==> src/rtl/mesh_seq_ctrl.sv <==
// mesh_seq_ctrl: sequencer for a ROWS x COLS weight-stationary mesh.
// A job runs IDLE -> LOAD -> XPROP -> ACC -> CAPT -> DONE -> IDLE.
//   clk, rst_n          : rising-edge clock, asynchronous active-low reset
//   start, x_in_flat    : one-cycle job request; activation vector sampled with it
//   w_valid/w_ready/w_data : weight stream, ROWS*COLS words, row-major
//   cfg_valid/addr/data : registered weight broadcast to the mesh, addr = {row, col}
//   x_vector_flat       : activation drive, non-zero only during XPROP
//   global_state        : mesh phase (1 = XPROP, 2 = ACC, 0 otherwise)
//   result_flat         : mesh row results, captured at the end of CAPT
//   res_valid/res_ready/res_data : result handshake, held in DONE until taken
//   busy                : sequencer is not idle
module mesh_seq_ctrl #(
  parameter int DW    = 8,
  parameter int ROWS  = 4,
  parameter int COLS  = 4,
  parameter int ROW_W = 2,
  parameter int COL_W = 2
) (
  input  logic                     clk,
  input  logic                     rst_n,
  input  logic                     start,
  input  logic [COLS*DW-1:0]       x_in_flat,
  input  logic                     w_valid,
  output logic                     w_ready,
  input  logic [DW-1:0]            w_data,
  output logic                     cfg_valid,
  output logic [ROW_W+COL_W-1:0]   cfg_addr,
  output logic [DW-1:0]            cfg_data,
  output logic [COLS*DW-1:0]       x_vector_flat,
  output logic [1:0]               global_state,
  input  logic [ROWS*2*DW-1:0]     result_flat,
  output logic                     res_valid,
  input  logic                     res_ready,
  output logic [ROWS*2*DW-1:0]     res_data,
  output logic                     busy
);

  function automatic int max3(input int a, input int b, input int c);
    int m;
    m = (a > b) ? a : b;
    return (m > c) ? m : c;
  endfunction

  localparam int CNT_MAX = max3(ROWS, COLS, ROWS * COLS);
  localparam int CNT_W   = $clog2(CNT_MAX + 1);
  localparam logic [CNT_W-1:0] ROW_LAST = CNT_W'(ROWS - 1);
  localparam logic [CNT_W-1:0] COL_LAST = CNT_W'(COLS - 1);

  typedef enum logic [2:0] {
    S_IDLE,
    S_LOAD,
    S_XPROP,
    S_ACC,
    S_CAPT,
    S_DONE
  } state_t;

  state_t                   state_q, state_d;
  logic [COLS*DW-1:0]       x_q, x_d;
  logic [CNT_W-1:0]         row_q, row_d;
  logic [CNT_W-1:0]         col_q, col_d;
  logic [CNT_W-1:0]         ph_q, ph_d;
  logic                     cfg_valid_q, cfg_valid_d;
  logic [ROW_W+COL_W-1:0]   cfg_addr_q, cfg_addr_d;
  logic [DW-1:0]            cfg_data_q, cfg_data_d;
  logic                     res_valid_q, res_valid_d;
  logic [ROWS*2*DW-1:0]     res_data_q, res_data_d;

  always_comb begin
    state_d     = state_q;
    x_d         = x_q;
    row_d       = row_q;
    col_d       = col_q;
    ph_d        = ph_q;
    cfg_valid_d = 1'b0;
    cfg_addr_d  = cfg_addr_q;
    cfg_data_d  = cfg_data_q;
    res_valid_d = res_valid_q;
    res_data_d  = res_data_q;

    unique case (state_q)
      S_IDLE: begin
        if (start) begin
          state_d = S_LOAD;
          x_d     = x_in_flat;
          row_d   = '0;
          col_d   = '0;
          ph_d    = '0;
        end
      end
      S_LOAD: begin
        if (w_valid) begin
          cfg_valid_d = 1'b1;
          cfg_addr_d  = {ROW_W'(row_q), COL_W'(col_q)};
          cfg_data_d  = w_data;
          if (col_q == COL_LAST) begin
            col_d = '0;
            if (row_q == ROW_LAST) begin
              // last word: its cfg pulse lands in the first XPROP cycle
              row_d   = '0;
              ph_d    = '0;
              state_d = S_XPROP;
            end else begin
              row_d = row_q + 1'b1;
            end
          end else begin
            col_d = col_q + 1'b1;
          end
        end
      end
      S_XPROP: begin
        if (ph_q == ROW_LAST) begin
          ph_d    = '0;
          state_d = S_ACC;
        end else begin
          ph_d = ph_q + 1'b1;
        end
      end
      S_ACC: begin
        if (ph_q == COL_LAST) begin
          ph_d    = '0;
          state_d = S_CAPT;
        end else begin
          ph_d = ph_q + 1'b1;
        end
      end
      S_CAPT: begin
        res_data_d  = result_flat;
        res_valid_d = 1'b1;
        state_d     = S_DONE;
      end
      S_DONE: begin
        if (res_ready) begin
          res_valid_d = 1'b0;
          state_d     = S_IDLE;
        end
      end
      default: begin
        state_d = S_IDLE;
      end
    endcase
  end

  always_ff @(posedge clk or negedge rst_n) begin
    if (!rst_n) begin
      state_q     <= S_IDLE;
      x_q         <= '0;
      row_q       <= '0;
      col_q       <= '0;
      ph_q        <= '0;
      cfg_valid_q <= 1'b0;
      cfg_addr_q  <= '0;
      cfg_data_q  <= '0;
      res_valid_q <= 1'b0;
      res_data_q  <= '0;
    end else begin
      state_q     <= state_d;
      x_q         <= x_d;
      row_q       <= row_d;
      col_q       <= col_d;
      ph_q        <= ph_d;
      cfg_valid_q <= cfg_valid_d;
      cfg_addr_q  <= cfg_addr_d;
      cfg_data_q  <= cfg_data_d;
      res_valid_q <= res_valid_d;
      res_data_q  <= res_data_d;
    end
  end

  always_comb begin
    w_ready       = (state_q == S_LOAD);
    busy          = (state_q != S_IDLE);
    global_state  = 2'd0;
    x_vector_flat = '0;
    if (state_q == S_XPROP) begin
      global_state  = 2'd1;
      x_vector_flat = x_q;
    end else if (state_q == S_ACC) begin
      global_state = 2'd2;
    end
  end

  assign cfg_valid = cfg_valid_q;
  assign cfg_addr  = cfg_addr_q;
  assign cfg_data  = cfg_data_q;
  assign res_valid = res_valid_q;
  assign res_data  = res_data_q;

endmodule
==> config.mk <==
export PLATFORM = sky130hd
export DESIGN_NAME = mesh_seq_ctrl
export DESIGN_NICKNAME = d
export VERILOG_FILES = /design/src/rtl/mesh_seq_ctrl.sv
export SDC_FILE = /design/constraint.sdc
export NUM_CORES = 1
export LEC_CHECK = 0
export CORE_MARGIN = 8
export CORE_UTILIZATION = 46
export CTS_CLUSTER_SIZE = 10
export DETAILED_ROUTE_END_ITERATION = 8
export GPL_TIMING_DRIVEN = 0
export PLACE_DENSITY_LB_ADDON = 0.15
export SYNTH_ARGS = -nofsm -noshare
export SYNTH_HDL_FRONTEND = slang
export SYNTH_SLANG_ARGS = --single-unit
==> constraint.sdc <==
create_clock -name clk -period 4.98 [get_ports clk]
set_clock_uncertainty 0.1 [all_clocks]
set_input_delay 0.747 -clock clk [delete_from_list [all_inputs] [get_ports clk]]
set_output_delay 0.747 -clock clk [all_outputs]
set_load 0.005 [all_outputs]
# ---- Yosys cells after proc, flatten, opt, wreduce, memory -nomap -nowiden
# Cells that the tools add are included.
dict set report classes {
  add_sub_neg 3
  reduce_logical 13
  n_mux 28
  eq_ne 15
}
# cell count
set op_table {}
lappend op_table {{5-bit two-way mux} 10}
lappend op_table {{32-bit two-way mux} 1}
lappend op_table {{3-bit two-way mux} 7}
lappend op_table {{5-bit one-hot mux with 2 select lines} 2}
lappend op_table {{3-bit one-hot mux with 6 select lines} 1}
lappend op_table {{5-bit by 1-bit adder with 5-bit output, second input constant} 3}
lappend op_table {{5-bit by 2-bit == test with 1-bit output, second input constant} 3}
lappend op_table {{5-bit one-hot mux with 3 select lines} 1}
lappend op_table {{2-bit inequality test, second input constant} 5}
lappend op_table {{7-bit AND reduction} 1}
lappend op_table {{3-bit by 2-bit == test with 1-bit output, second input constant} 2}
lappend op_table {{3-bit == test, second input constant} 2}
lappend op_table {{2-bit AND reduction} 3}
lappend op_table {{3-bit nonzero test} 2}
lappend op_table {{5-bit AND reduction} 1}
lappend op_table {{2-bit two-way mux} 2}
lappend op_table {{2-bit by 1-bit inequality test with 1-bit output, second input constant} 2}
lappend op_table {{4-bit AND reduction} 1}
lappend op_table {{2-bit nonzero test} 2}
lappend op_table {{3-bit by 1-bit == test with 1-bit output, second input constant} 1}
lappend op_table {{3-bit zero test} 1}
lappend op_table {{1-bit two-way mux} 3}
lappend op_table {{3-bit AND reduction} 1}
lappend op_table {{1-bit one-hot mux with 2 select lines} 1}
lappend op_table {{2-bit OR reduction} 1}
dict set report word_totals {
  in_bits 109
  register_bits 128
  elab_cells 69
  out_inout_bits 114
}

# ---- Longest topological paths before layout
# Gate-level depths: netlist of run 1.
dict set report depth {
  depth_word 5
  ltp_mapped 6
  depth_no_buf 5
}

# ---- Worst setup path before layout of run 1
# No wires, ideal clock.
dict set report synth_path {
  kind {reg2out}
  from {register state_q[2]}
  to {output x_vector_flat[22]}
  arrival_ns 1.326
  path_buffers 2
  path_slack_ns 2.807
  stages_incl_launch_ff 6
  path_cell_list {dfrtp_1 buf_6 nand2b_1 nor2_1 clkbuf_1 and2_1}
}
dict set report synth_via {
  elab_chain_cells 2
}
# item line_no
set synth_rtl {}
lappend synth_rtl {{start, declared} 58} ;# state_t state_q, state_d;
lappend synth_rtl {{start signal, assigned} 157} ;# state_q <= state_d;
lappend synth_rtl {{3-bit by 2-bit == test with 1-bit output} 175} ;# if (state_q == S_XPROP) begin
lappend synth_rtl {{32-bit two-way mux} 175}
lappend synth_rtl {{end, declared} 29} ;# output logic [COLS*DW-1:0] x_vector_flat,
# No other way between the ends.

# ---- Final worst setup path of run 1
dict set report layout_path {
  from {register state_q[2]}
  to {output x_vector_flat[17]}
}
# The elaborated chain is that of the path after synthesis.

==> results.py, run 1 <==
metrics = {
    "logic_synthesis": {
        "netlist_area_mm2": 0.005316,
        "ys_seq_area_frac": 0.6025,
        "synth_edf_count": 0,
        "yosys.area.top_type": "dfrtp_1",
        "syn-mean-instance-area_um2": 14.18,
        "ys_ff_latch": 128,
        "yosys-top-cells-count": "dfrtp_1, mux2_1, and2_1, nand2_1, buf_2",
        "yosysWarnings": 0,
        "synthTopCellsByArea": "dfrtp_1, mux2_1, and2_1",
        "synth.most_common_cell": "dfrtp_1",
        "synth_cell_type_count": 44,
        "synth_ff_type": "dfrtp_1",
        "synth_top_area_share": 0.6025,
        "synth_fp_nets": 487,
        "postSynth.asyncResetShare": 1.000,
        "synth_cells": 375,
    },
    "final_layout": {
        "utilization": 0.7257,
        "final_area_mm2": 0.008250,
        "area_delta_synth_final_pct": 55.19,
        "nets": 729,
        "drive_above_1_share": 0.07962,
        "antenna_cells": 0,
    },
    "setup_path": {
        "path_class": "flop to output port",
        "required_ps": 4130,
        "cp-start-kind": "flop",
        "end_kind": "output port",
        "worstPathMaxFanout": 10,
        "arrival_ps": 2620,
    },
    "global_route": {
        "grt_use_met1": 0.2173,
        "grt_use_total": 0.1975,
        "grt-ovfl-total": 0,
        "grt_start_max_net_pins": 78,
        "grt_pass1_wl_um": 22540,
        "grt_use_met2": 0.3484,
        "gr-usage-met3": 0.06484,
        "busiest_layer": "met2",
        "grt_pass1_vias": 4093,
        "antenna_found_initial": 0,
    },
    "sta": {
        "final_hold_viol_count": 0,
        "maxSlewViolCount": 0,
        "fin_crit_ps": 3464,
        "period_share": 0.6956,
        "finalWorstSetupSlack_ps": 1516,
        "worst_slew_margin_rel": 0.6581,
        "setup_viol": 0,
        "rsz0062_at_grt": "false",
        "timing.fmax_mhz": 288.7,
        "worst_pin_slew_ps": 511.0,
        "setup_tns_ps": 0,
    },
    "drt": {
        "dr.pass1.iters": 4,
        "drcViolationCount": 0,
        "wire_per_inst_um": 19.37,
        "antenna_left": 0,
        "drt_iter0_drc": 172,
        "totalWireLength_um": 14930,
        "vias": 3925,
        "routed_via_density": 5.091,
    },
    "run_status": {
        "status": "completed",
    },
    "placement": {
        "gp_congestion": 0.8088,
        "dp_hpwl_um": 11430,
        "place_area_mm2": 0.007746,
        "place_ws_ps": 1952,
        "port_buffers": 222,
    },
    "cts": {
        "cts_tree": "yes",
        "cts_buffer_depth": 2,
        "ctsHoldBuffers": 0,
        "cts_buffers": 17,
        "postCtsSetupBuffers": 0,
        "clk_pin_slew_ps": 50,
        "clock_latency_ps": 410,
        "clkSinkCount": 128,
        "htree_levels": 4,
        "cts_resized": 0,
        "cts-root-buf": "clkbuf_16",
    },
    "die": {
        "core_area_mm2": 0.01137,
        "die_area_mm2": 0.01525,
        "chipWidth_um": 123.5,
        "initial_core_util": 0.4676,
        "die_y_um": 123.5,
        "rows": 39,
        "io_pins": 223,
    },
    "power": {
        "p_per_area_mw_per_mm2": 508.9,
        "ir_drop_v": 0.0003178,
        "p_total_mw": 4.199,
        "p_leak_nw": 3.778,
    },
    "hold_path": {
        "hold_class": "primary input to asynchronous set/reset pin",
    },
    "job": {
        "maxCapViolCount": 0,
    },
}
## worst max-delay path: stages (launching register included)
cell             delay (ps)
dfrtp_1                 370
buf_6                   140
nand2b_1                190
nor2_1                  420
clkbuf_1                340
and2_1                  170
clkdlybuf4s50_1         580
## flip-flops by register name, indices dropped and copies added, names as in the netlist
| register | cells |
|---|---|
| state_q | 3 |
| cfg_addr | 4 |
| res_data | 64 |
| cfg_valid | 1 |
| ph_q | 5 |
| col_q | 5 |
| row_q | 5 |
| res_valid | 1 |
| x_q | 32 |
| cfg_data | 8 |
## cells in the final DEF, fill, tap and decap left out, types with 2 or more instances in the layout
cell type and instances:
clkdlybuf4s50_1 221, dfrtp_1 128, mux2_1 109, and2_1 34, clkbuf_16 17, clkbuf_1 15, nand2_1 14, buf_2 11
nor2_1 10, o21ai_1 7, nand3_1 5, a31oi_1 5, buf_6 3, nand2b_1 3, a21oi_1 3, ha_1 3
clkbuf_8 3, buf_4 2, inv_2 2, nor4b_2 2, a21o_1 2, inv_1 2, nand4_1 2
## worst paths after layout
| path | from | end | slack [ps] | depth (start not counted) |
|---|---|---|---|---|
| setup / recovery | state_q[2] | x_vector_flat[17] | 1520 | 6 |
| hold / removal | rst_n | res_data[44] | 180 | 1 |
| setup reg to reg | ph_q[0] | state_q[0] | 2830 | 5 |
| hold reg to reg | x_q[31] | x_q[31] | 370 | 1 |
| max in group asynchronous | rst_n | cfg_data[1] | 3860 | 2 |
| min in group clk | x_q[31] | x_q[31] | 370 | 1 |
## area by class of cell
class | count | area [um^2]
Buffer | 20 | 111.4
Multi-Input combinational cell | 223 | 1987
Timing Repair Buffer | 223 | 2251
Sequential cell | 128 | 3203
Inverter | 4 | 15.01
Tap cell | 143 | 178.9
Fill cell | 810 | 3119
Clock buffer | 30 | 504.2
## power breakdown
part | internal, mW | switching [mW]
clock network | 0.670 | 0.395
registers | 1.43 | 0.211
logic | 0.942 | 0.554
total | 3.04 | 1.16
## metrics by stage
| step | hold slack, ps | instances |
|---|---|---|
| 2_1_floorplan | 348.9 | 375 |
| 3_3_place_gp | 358.4 | 740 |
| 3_5_place_dp | 366.5 | 741 |
| 4_1_cts | 190.4 | 771 |
| 5_1_grt | 213.1 | 771 |
| 6_report | 176.6 | 771 |
## metal layers
layer,vias up,wire length [um]
met1,1952,5628
met4,0,267
met2,151,7764
met3,23,1272
met5,-,0
li1,1799,-
## cells by family after synthesis
| kind of cell | after synthesis | share of synthesized area |
|---|---|---|
| compound gates | 26 | 0.03554 |
| xor+xnor | 2 | 0.003295 |
| flops | 128 | 0.6025 |
| simple gates | 82 | 0.09485 |
| buf+inv | 24 | 0.02377 |
| mux | 110 | 0.2330 |
| fa+ha+maj | 3 | 0.007061 |
No activity file was read; power rests on OpenSTA's default activity.
==> inputs of run 2 (changes only) <==
--- a/config.mk
+++ b/config.mk
@@ -6,7 +6,7 @@
 export NUM_CORES = 1
 export LEC_CHECK = 0
 export CORE_MARGIN = 8
-export CORE_UTILIZATION = 46
+export CORE_UTILIZATION = 43
 export CTS_CLUSTER_SIZE = 10
 export DETAILED_ROUTE_END_ITERATION = 8
 export GPL_TIMING_DRIVEN = 0
==> constraint.sdc (replaced) <==
create_clock -name clk -period 3.3 [get_ports clk]
set_clock_uncertainty 0.1 [all_clocks]
set_input_delay 0.495 -clock clk [delete_from_list [all_inputs] [get_ports clk]]
set_output_delay 0.495 -clock clk [all_outputs]
set_load 0.005 [all_outputs]
==> run 2 against run 1 <==
Against the previous run: clock power grew 63%; final cell count is 3.6% higher; sequential cell count unchanged; wire length decreased by 2.3%; via count down 1.6%; count of clock-buffer cells in the layout shrank 3; die area grew 6.1%; hold slack better by 190 ps; sequential power grew 50%; combinational power increased by 50%; total power increased by 54%; setup slack got worse by 1300 ps; critical endpoint is now x_vector_flat[22].
==> results.py, run 2 (synthesized netlist as in run 1, its figures left out) <==
metrics = {
    "cts": {
        "cts-root-buf": "clkbuf_16",
        "clock_latency_ps": 410,
        "cts_buffer_depth": 2,
        "clkSinkCount": 128,
        "htree_levels": 4,
        "clk_pin_slew_ps": 50,
        "postCtsSetupBuffers": 0,
        "cts_buffers": 17,
        "cts_tree": "yes",
    },
    "power": {
        "p_per_area_mw_per_mm2": 773.2,
        "netSwitchingFraction": 0.2734,
        "clkPwrFrac": 0.269,
        "p_leak_nw": 3.813,
        "internal_power_mw": 4.689,
        "power_frac_seq": 0.382,
        "combPwrFrac": 0.349,
        "switching_power_mw": 1.764,
        "ir_drop_v": 0.0005460,
    },
    "die": {
        "chipWidth_um": 127.2,
        "core_area_mm2": 0.01206,
        "rows": 40,
        "io_pins": 223,
        "initial_core_util": 0.4408,
        "die_area_mm2": 0.01618,
        "die_y_um": 127.2,
    },
    "hold_path": {
        "hold_class": "flop to flop",
    },
    "final_layout": {
        "drive_above_1_share": 0.09192,
        "nets": 730,
        "area_delta_synth_final_pct": 57.00,
        "antenna_cells": 0,
        "largest_reg_flops": 64,
        "layout_common_cells": "clkdlybuf4s50_1, dfrtp_1, mux2_1",
        "layoutNonFillerInstCount": 799,
        "final_common_cell": "clkdlybuf4s50_1",
    },
    "drt": {
        "antenna_left": 0,
        "totalWireLength_um": 14590,
        "vias": 3861,
        "drt_iter0_drc": 220,
        "dr.pass1.iters": 4,
        "wire_per_inst_um": 18.26,
        "drcViolationCount": 0,
        "routed_via_density": 4.832,
    },
    "placement": {
        "port_buffers": 222,
        "gp_congestion": 0.7661,
        "place_ws_ps": 467.5,
        "dp_hpwl_um": 11400,
        "placedCellCount": 766,
    },
    "global_route": {
        "grt_pass1_vias": 4235,
        "grt_pass1_wl_um": 23320,
        "antenna_found_initial": 0,
        "grt_use_total": 0.1874,
        "grt_start_max_net_pins": 67,
        "grt-ovfl-total": 0,
    },
    "setup_path": {
        "end_kind": "output port",
        "arrival_ps": 2460,
        "crit_family": "buffers and inverters",
        "cp_num_buf_inv": 3,
        "cp-start-kind": "flop",
        "cp_slowest_stage_delay_ps": 520,
        "path_cells": "buf_6, nand2b_1, nor2_2, clkbuf_1, and2_1, clkdlybuf4s50_1",
        "cp_slowest_cell": "clkdlybuf4s50_1",
        "worstPathMaxFanout": 10,
        "path_class": "flop to output port",
        "required_ps": 2700,
    },
    "sta": {
        "timing.fmax_mhz": 327.2,
        "fin_crit_ps": 3057,
        "worst_pin_slew_ps": 608.7,
        "setup_tns_ps": 0,
        "period_share": 0.9262,
        "rsz0062_at_grt": "false",
        "finalWorstSetupSlack_ps": 243.4,
        "setup_viol": 0,
        "final_hold_viol_count": 0,
        "worst_slew_margin_rel": 0.5942,
        "maxSlewViolCount": 0,
    },
    "run_status": {
        "status": "completed",
    },
    "job": {
        "maxCapViolCount": 0,
    },
}
[run 2: cell type report]
class	instances	area, um^2
sequential	128	3203
fill	892	3715
clock buffer	27	503.0
clock inverter	5	52.55
timing repair buffer	224	2261
multi-input combinational	223	1989
tap	168	210.2
inverter	4	15.01
buffer	20	112.6
[run 2: per-layer routing]
metal / vias to the layer above / share of wire / track usage
li1: 1804 / - / -
met2: 144 / 0.50 / 0.3245
met4: 0 / 0.0061 / 0.05038
met3: 9 / 0.077 / 0.07196
met5: - / 0 / 0
met1: 1904 / 0.42 / 0.2117
[run 2: final timing paths]
path                       startpoint  slack [ps]           endpoint  cells after the start
setup / recovery           state_q[2]         240  x_vector_flat[22]                      6
hold / removal                x_q[12]         370            x_q[12]                      1
setup reg to reg              ph_q[0]        1200         state_q[0]                      5
hold reg to reg               x_q[12]         370            x_q[12]                      1
max in group asynchronous       rst_n        1840            x_q[31]                      3
min in group asynchronous       rst_n         550       res_data[16]                      2
[run 2: worst reg2reg max path, cell delays in order, from the launching register on]
cell     delay [ps]
dfrtp_1         410
ha_1            260
nor4b_2         180
nor2_1          330
mux2_1          360
or3_1           340
[run 2: through the flow]
step / cell area (um^2) / hold slack (ps) / total power [mW] / util
2_1_floorplan: 5316 / 99.41 / 3.321 / -
3_3_place_gp: 7749 / 358.3 / 4.676 / 0.6424
3_5_place_dp: 7777 / 365.7 / 4.774 / 0.6448
4_1_cts: 8346 / 379.3 / 6.552 / 0.6919
5_1_grt: 8347 / 395.9 / 6.855 / 0.6920
6_report: 8347 / 371.2 / 6.454 / 0.6920
[run 2: power by group through the flow]
| stage | clock network [mW] | registers [mW] | logic (mW) |
|---|---|---|---|
| after floorplan | 0 | 2.45 | 0.870 |
| after global placement | 0 | 2.44 | 2.23 |
| after detailed placement | 0 | 2.49 | 2.28 |
| after CTS | 1.77 | 2.47 | 2.31 |
| after global routing | 1.85 | 2.54 | 2.47 |
| final | 1.74 | 2.46 | 2.25 |
[run 2: repair_timing]
item	in CTS	in global routing
hold buffers	1	0
pin swaps	0	0
gates resized for setup	1	2
endpoints found under the setup margin	1	3
endpoints found under the hold margin	56	0
